$ cat src/rtl/intr_ctrl.sv
// External interrupt controller: two-flop synchronizer, optional debounce FSM
// (enabled by defining INTR_DEBOUNCE_EN), pending latch, enable flag, lost-event counter.
module intr_ctrl #(
   parameter int unsigned DEBOUNCE_CYCLES = 8
) (
   input  logic       clk,
   input  logic       reset,
   input  logic       intr_in,
   input  logic       int_en_set,
   input  logic       int_en_clr,
   input  logic       int_ack,
   output logic       intr_out,
   output logic       int_en,
   output logic       intr_pending,
   output logic [3:0] lost_cnt
);

   if (DEBOUNCE_CYCLES < 2 || DEBOUNCE_CYCLES > 255) begin : g_param_check
      $error("DEBOUNCE_CYCLES must lie in 2..255");
   end

   logic       s1_q, s2_q;
   logic       q_q, q_d;
   logic       event_d;
   logic       pend_q, pend_d;
   logic       en_q, en_d;
   logic [3:0] lost_q, lost_d;

`ifdef INTR_DEBOUNCE_EN
   typedef enum logic [1:0] {LOW, RISE, HIGH, FALL} db_state_e;

   localparam logic [7:0] CNT_LAST = 8'(DEBOUNCE_CYCLES - 1);

   db_state_e  state_q, state_d;
   logic [7:0] cnt_q, cnt_d;

   always_ff @(posedge clk) begin
      if (!reset) begin
         state_q <= LOW;
         cnt_q   <= 8'd0;
      end else begin
         state_q <= state_d;
         cnt_q   <= cnt_d;
      end
   end

   // Counter restarts from 0 on every state change and idles at 0 in LOW/HIGH.
   always_comb begin
      state_d = state_q;
      cnt_d   = 8'd0;
      case (state_q)
         LOW:  if (s2_q) state_d = RISE;
         RISE: begin
            if (!s2_q)                 state_d = LOW;
            else if (cnt_q == CNT_LAST) state_d = HIGH;
            else                        cnt_d   = cnt_q + 8'd1;
         end
         HIGH: if (!s2_q) state_d = FALL;
         FALL: begin
            if (s2_q)                   state_d = HIGH;
            else if (cnt_q == CNT_LAST) state_d = LOW;
            else                        cnt_d   = cnt_q + 8'd1;
         end
         default: state_d = LOW;
      endcase
   end

   always_comb begin
      q_q = (state_q == HIGH) || (state_q == FALL);
      q_d = (state_d == HIGH) || (state_d == FALL);
   end
`else
   assign q_d = s2_q;

   always_ff @(posedge clk) begin
      if (!reset) q_q <= 1'b0;
      else        q_q <= q_d;
   end
`endif

   // Event is detected on the edge where q rises, so pending sets together with q.
   always_comb begin
      event_d = q_d & ~q_q;
      pend_d  = event_d | (pend_q & ~int_ack);
      en_d    = en_q;
      if (int_en_set)             en_d = 1'b1;
      if (int_en_clr || int_ack)  en_d = 1'b0;
      lost_d  = lost_q;
      if (int_ack)
         lost_d = 4'd0;
      else if (event_d && pend_q && lost_q != 4'hF)
         lost_d = lost_q + 4'd1;
   end

   // NOTE: state uses non-blocking assignments so every flop samples pre-edge values.
   always_ff @(posedge clk) begin
      if (!reset) begin
         s1_q   <= 1'b0;
         s2_q   <= 1'b0;
         pend_q <= 1'b0;
         en_q   <= 1'b0;
         lost_q <= 4'd0;
      end else begin
         s1_q   <= intr_in;
         s2_q   <= s1_q;
         pend_q <= pend_d;
         en_q   <= en_d;
         lost_q <= lost_d;
      end
   end

   assign intr_out     = pend_q & en_q;
   assign int_en       = en_q;
   assign intr_pending = pend_q;
   assign lost_cnt     = lost_q;

endmodule

$ cat config.mk
export PLATFORM = sky130hd
export DESIGN_NAME = intr_ctrl
export DESIGN_NICKNAME = d
export VERILOG_FILES = /design/src/rtl/intr_ctrl.sv
export SDC_FILE = /design/constraint.sdc
export NUM_CORES = 1
export LEC_CHECK = 0
export ABC_AREA = 1
export CAP_MARGIN = 20
export CORE_AREA = 4 4 41 43
export DETAILED_ROUTE_END_ITERATION = 12
export DIE_AREA = 0 0 45 47
export SYNTH_ARGS = -nofsm -noshare
export SYNTH_HDL_FRONTEND = slang
export SYNTH_SLANG_ARGS = --single-unit
$ cat constraint.sdc
create_clock -name clk -period 1.1 [get_ports clk]
set_input_delay 0.275 -clock clk [delete_from_list [all_inputs] [get_ports clk]]
set_output_delay 0.275 -clock clk [all_outputs]
set_load 0.005 [all_outputs]
Word-level counts from Yosys, hierarchy flattened
Index checks and enable logic that the tools add are counted.
{"block": "totals", "regBits": 9, "in_bits": 6, "output_inout_bits": 7}
{"block": "classes", "addsub": 1, "eq_ne": 1, "n_bitwise": 7, "n_reduce_logical": 5}
{"operator": "$add A4 B1 Y4 const B", "n": 1}
{"operator": "$ne A4 B4 Y1 const B", "n": 1}
{"operator": "$reduce_or A2 Y1", "n": 2}
{"operator": "$and A1 B1 Y1", "n": 3}
{"operator": "$not A1 Y1", "n": 3}
{"operator": "$logic_and A1 B1 Y1", "n": 2}
{"operator": "$logic_or A1 B1 Y1", "n": 1}
{"operator": "$or A1 B1 Y1", "n": 1}

Depth between registers and ports, before layout
{"block": "logic_depth", "word_depth": 4, "ltp_mapped": 7, "mapped_depth_nobuf": 7}

Worst setup path after synthesis
OpenSTA, ideal clock, no wires.
{"block": "synth_path", "path_type": "register to register", "start": "register lost_q[0] (netlist: lost_cnt[0])", "end": "register lost_q[1] (netlist: lost_cnt[1])", "setup_ns": 0.116, "t_arrival_ns": 1.001, "setup_slack_ns": -0.017, "path_stages_with_launch": 7, "path_buffers": 0, "synth_period_minus_slack_ns": 1.117, "cell_sequence": "dfxtp_1 -> ha_1 -> inv_1 -> nor2_1 -> nor2_2 -> o21ai_0 -> nor2_1"}
{"block": "synth_via", "elab_chain_len": 2, "word_cells_on_any_way": 3, "classes_between": "1 x add/sub; 1 x eq/ne; 1 x reduce/logical"}
{"element": "from (decl)", "line": "27", "text": "logic [3:0] lost_q, lost_d;"}
{"element": "from (signal assigned)", "line": "108", "text": "lost_q <= lost_d;"}
{"element": "parallel branches: the longest is 2 deep, another holds $add A4 B1 Y4"}
Several ways; the timed one is not identified.
A chain may end at the register's enable or synchronous reset.

Worst setup path after layout
{"block": "layout_path", "start": "register pend_q (netlist: intr_pending)", "end": "output intr_out"}
{"block": "layout_via", "elab_chain_len": 1}
{"element": "from (decl)", "line": "25", "text": "logic pend_q, pend_d;"}
{"element": "from (signal assigned)", "line": "106", "text": "pend_q <= pend_d;"}
{"element": "$and A1 B1 Y1", "line": "112", "text": "assign intr_out = pend_q & en_q;"}
{"element": "to (decl)", "line": "12", "text": "output logic intr_out,"}
No other way between the ends.

==> impl_summary.md <==
Timing
The worst slew margin relative to its limit is 0.895. The minimum period implied by the final worst setup slack is 1.17 ns. Setup violations remaining at the end of the flow were counted as 4. Static timing analysis puts the maximum clock frequency at 0.856 GHz.

Setup repair after global routing could not meet its margin everywhere. The final-report hold violation count was 0. The number of max-slew violations in the final report is 0. The post-route worst setup slack is -0.0680 ns. The tightest hold path in the finished design has a slack of 0.415 ns.

At the pin with the least slew margin, the transition time is 0.158 ns. Between clock sinks in the finished design, the worst skew comes to 0.00621 ns. In the finished design, the share of the clock period the worst path needs comes to 1.06.

Critical path
On the worst path, the slowest cell contributes a delay of 0.33 ns. The number of buffers and inverters on the critical path is 3. The startpoint identified for the worst register-to-register timing path is lost_cnt[1]. Along the worst path, the maximum fanout reaches 2. The worst setup path is of the reg2out kind. For the worst flop-to-flop path, the logic depth is 7. The required time reported for the critical path endpoint is 0.82 ns. Grouping stages by cell kind, the critical path spends the most delay in flip-flops. In this run the register-to-register setup slack is -0.03 ns. The critical path capture point type is an output pin. The arrival time of the worst setup path is 0.89 ns. The worst register-to-register path ends at lost_cnt[3].

The critical path goes through buf_6, nand2_2, inv_2, buf_2. The slowest stage cell on the critical path is sky130_fd_sc_hd__dfxtp_2. The critical path startpoint category is a flip-flop.

Outcome
The final reports fail on negative setup slack. The flow ran to the end, but the final reports show violations.

Global route
The via count of the first global-routing pass is 405. Entering global routing, the biggest net connects 7 pins. The initial antenna violation count was 0.

For this run, the total global-route usage over all layers was measured as 0.114. The remaining global-route overflow is 0. The global-route wire length before repair is 1.61 mm.

CTS
The clock transition at the registers of the reported paths is 0.07 ns. In this run the number of H-tree levels came out at 1. TritonCTS created 3 clock buffers.

The root buffer cell chosen for the clock tree is sky130_fd_sc_hd__clkbuf_4. TritonCTS built the clock tree. The maximum buffer depth of the clock tree is 2. The clock latency reported for the late side of the worst-skew pair is 0.27 ns. The number of sinks on the clock net is 9.

Power and ir drop
The analysis attributes to net switching a power of 156 µW. The analysis attributes to cell leakage a power of 0.000308 µW. Cell internal power was estimated by the tool at 510 µW. For this design the ratio of total power to cell area is 991 mW/mm². The logic gate share of total power is 0.089. Of the total power, the share spent switching nets is 0.234. IR analysis of the VDD net gives a maximum drop of 456 µV. The relative contribution of sequential cells to total power is 0.507.

The clock network power share is 0.404.

Floorplan
The row count is 13. The number of ports placed on the die boundary is 13. The die boundary height is 47 µm. The initial standard-cell utilization of the core is 0.291. The area inside the core boundary is 0.00130 mm².

The area enclosed by the die boundary is 0.00212 mm². The floorplan step set the die width to 45 µm.

Final layout
Of the cells placed in the final design, the portion with a size suffix greater than 1 is 0.450. The repair_antennas step left the layout with diodes totalling 0. The number of fill cells in the layout is 142. Compared with the post-synthesis result, the final layout area differs by 77.2%. The number of nets in the layout is 88.

Logic synthesis
Ranked by total cell area, the synthesized netlist is headed by sky130_fd_sc_hd__dfxtp_1, sky130_fd_sc_hd__nand2_1, sky130_fd_sc_hd__inv_1. The Yosys step of the flow raised 0 warnings. Counting every instance in the synthesized netlist gives 54. The average instance area after synthesis is 7.02 µm². The cell with the most instances after synthesis is sky130_fd_sc_hd__nand2_1.

The post-synthesis sequential element count is 9. Counting flops with a built-in enable in the synthesized netlist gives 0. The combined area of all synthesized cells is 379 µm².

Counting flops with an async set or reset pin after synthesis yields a share of 0. For this run, the leading register cell type out of synthesis is sky130_fd_sc_hd__dfxtp_1. In the synthesized netlist, the cells that appear most often are sky130_fd_sc_hd__nand2_1, sky130_fd_sc_hd__inv_1, sky130_fd_sc_hd__dfxtp_1.

Of the synthesized area, sequential elements account for 0.475. Synthesis instantiated 11 different standard cells from the library. When the netlist entered floorplanning its net count stood at 61. The share of Yosys cell area claimed by the top area cell type is 0.475. The cell taking the most area after synthesis is sky130_fd_sc_hd__dfxtp_1.

Worst hold path
The worst hold path stage count is 2. In this run the most critical hold path is launched from s1_q. The min-delay analysis places its worst path in the category reg2reg. The worst hold path terminates at q_d.

Route
The via density per instance is 4.58. In the routed design, unresolved DRC markers number 0. In this run the remaining antenna-violating nets after routing total 0. The total length of routed wires is 1.03 mm. In this run, the number of DRC markers left after iteration 0 of detailed routing was 9.

The detailed-route via count is 435. The first detailed-routing pass took 3 iterations. The routed length per placed instance is 10.9 µm.

Place
The estimated wirelength of the detail-placed design is 617 µm. The pre-CTS setup slack is -0.223 ns. The final weighted congestion of routability-driven global placement is 0.699. The number of port buffers is 12.

Run
Max-cap violations in this run came to 0.
-- through the flow --
| stage | setup TNS (ns) | std cells | util | total power, µW | instance area [µm²] |
|---|---|---|---|---|---|
| floorplan | 0 | 54 | - | 357 | 383 |
| CTS | -0.250 | 95 | 0.492 | 666 | 641 |
| detailed placement | -1.44 | 86 | 0.430 | 389 | 559 |
| global placement | -1.40 | 86 | 0.430 | 389 | 559 |
| finish | -0.127 | 95 | 0.516 | 666 | 672 |
| global route | -0.410 | 95 | 0.516 | 691 | 672 |
-- timing repair --
item,CTS,global route
buffers inserted,5,0
gates resized for setup,31,14
endpoints found under the setup margin,11,11
hold buffers,0,0
pin swaps,8,4
-- layout make-up --
type / count / area, µm² / share of cell area
sequential: 9 / 186 / 0.277
timing repair buffer: 22 / 184 / 0.274
inverter: 10 / 37.5 / 0.0559
clock buffer: 4 / 26.3 / 0.0391
tap: 15 / 18.8 / 0.0279
multi-input combinational: 35 / 219 / 0.326
-- logic make-up (layout without fill, tap and decap cells) --
kind of cell	after synthesis	count (layout)	share of synthesized area
AOI/OAI and AO/OA	5	5	0.0660
xor gates and xnor gates	1	1	0.0231
DFF	9	9	0.475
adders and majority gates	1	1	0.0330
and+or+nand+nor	28	28	0.304
buffers and inverters	10	36	0.0990
-- flip-flops by register name (all words and copies together), names as in the netlist --
signal and count:
lost_cnt 4, int_en 1, intr_pending 1, q_d 1, q_q 1, s1_q 1
-- cells in the final DEF (no fill, tap or decap), types with 3 or more instances in the layout --
cell type	n
sky130_fd_sc_hd__nand2_1	12
sky130_fd_sc_hd__inv_1	8
sky130_fd_sc_hd__buf_4	8
sky130_fd_sc_hd__nor2_1	5
sky130_fd_sc_hd__clkdlybuf4s50_1	5
sky130_fd_sc_hd__dfxtp_2	5
sky130_fd_sc_hd__dfxtp_1	4
sky130_fd_sc_hd__nor2_4	3
sky130_fd_sc_hd__clkbuf_4	3
sky130_fd_sc_hd__buf_6	3
-- worst min-delay path: cells and delay by family (launching register included) --
| kind | cells | cell delay, ns |
|---|---|---|
| buffers and inverters | 1 | 0.04 |
| and+or+nand+nor | 1 | 0.05 |
| DFF | 1 | 0.30 |
-- metal layers --
| metal | track usage | share of wire | up-vias |
|---|---|---|---|
| met5 | 0 | 0 | - |
| met4 | 0.123 | 0.028 | 0 |
| met3 | 0.0268 | 0.070 | 4 |
| met2 | 0.195 | 0.52 | 12 |
| met1 | 0.108 | 0.38 | 201 |
| li1 | - | - | 218 |
-- how the worst max path moves through the flow --
stage	to	depth (start not counted)	startpoint	slack, ns
2_1_floorplan	lost_cnt[1]	6	lost_cnt[1]	0.01
3_3_place_gp	int_en	5	reset	-0.22
3_5_place_dp	int_en	5	reset	-0.22
4_1_cts	intr_out	4	intr_pending	-0.07
5_1_grt	lost_cnt[3]	7	lost_cnt[1]	-0.11
6_report	intr_out	4	intr_pending	-0.07
-- power groups by stage --
stage / registers (µW) / logic, µW / clock network, µW
2_1_floorplan: 345 / 12.0 / 0
3_3_place_gp: 345 / 44.1 / 0
3_5_place_dp: 345 / 44.4 / 0
4_1_cts: 337 / 52.9 / 276
5_1_grt: 338 / 65.6 / 287
6_report: 338 / 59.1 / 269
No activity file was read; power rests on OpenSTA's default activity.
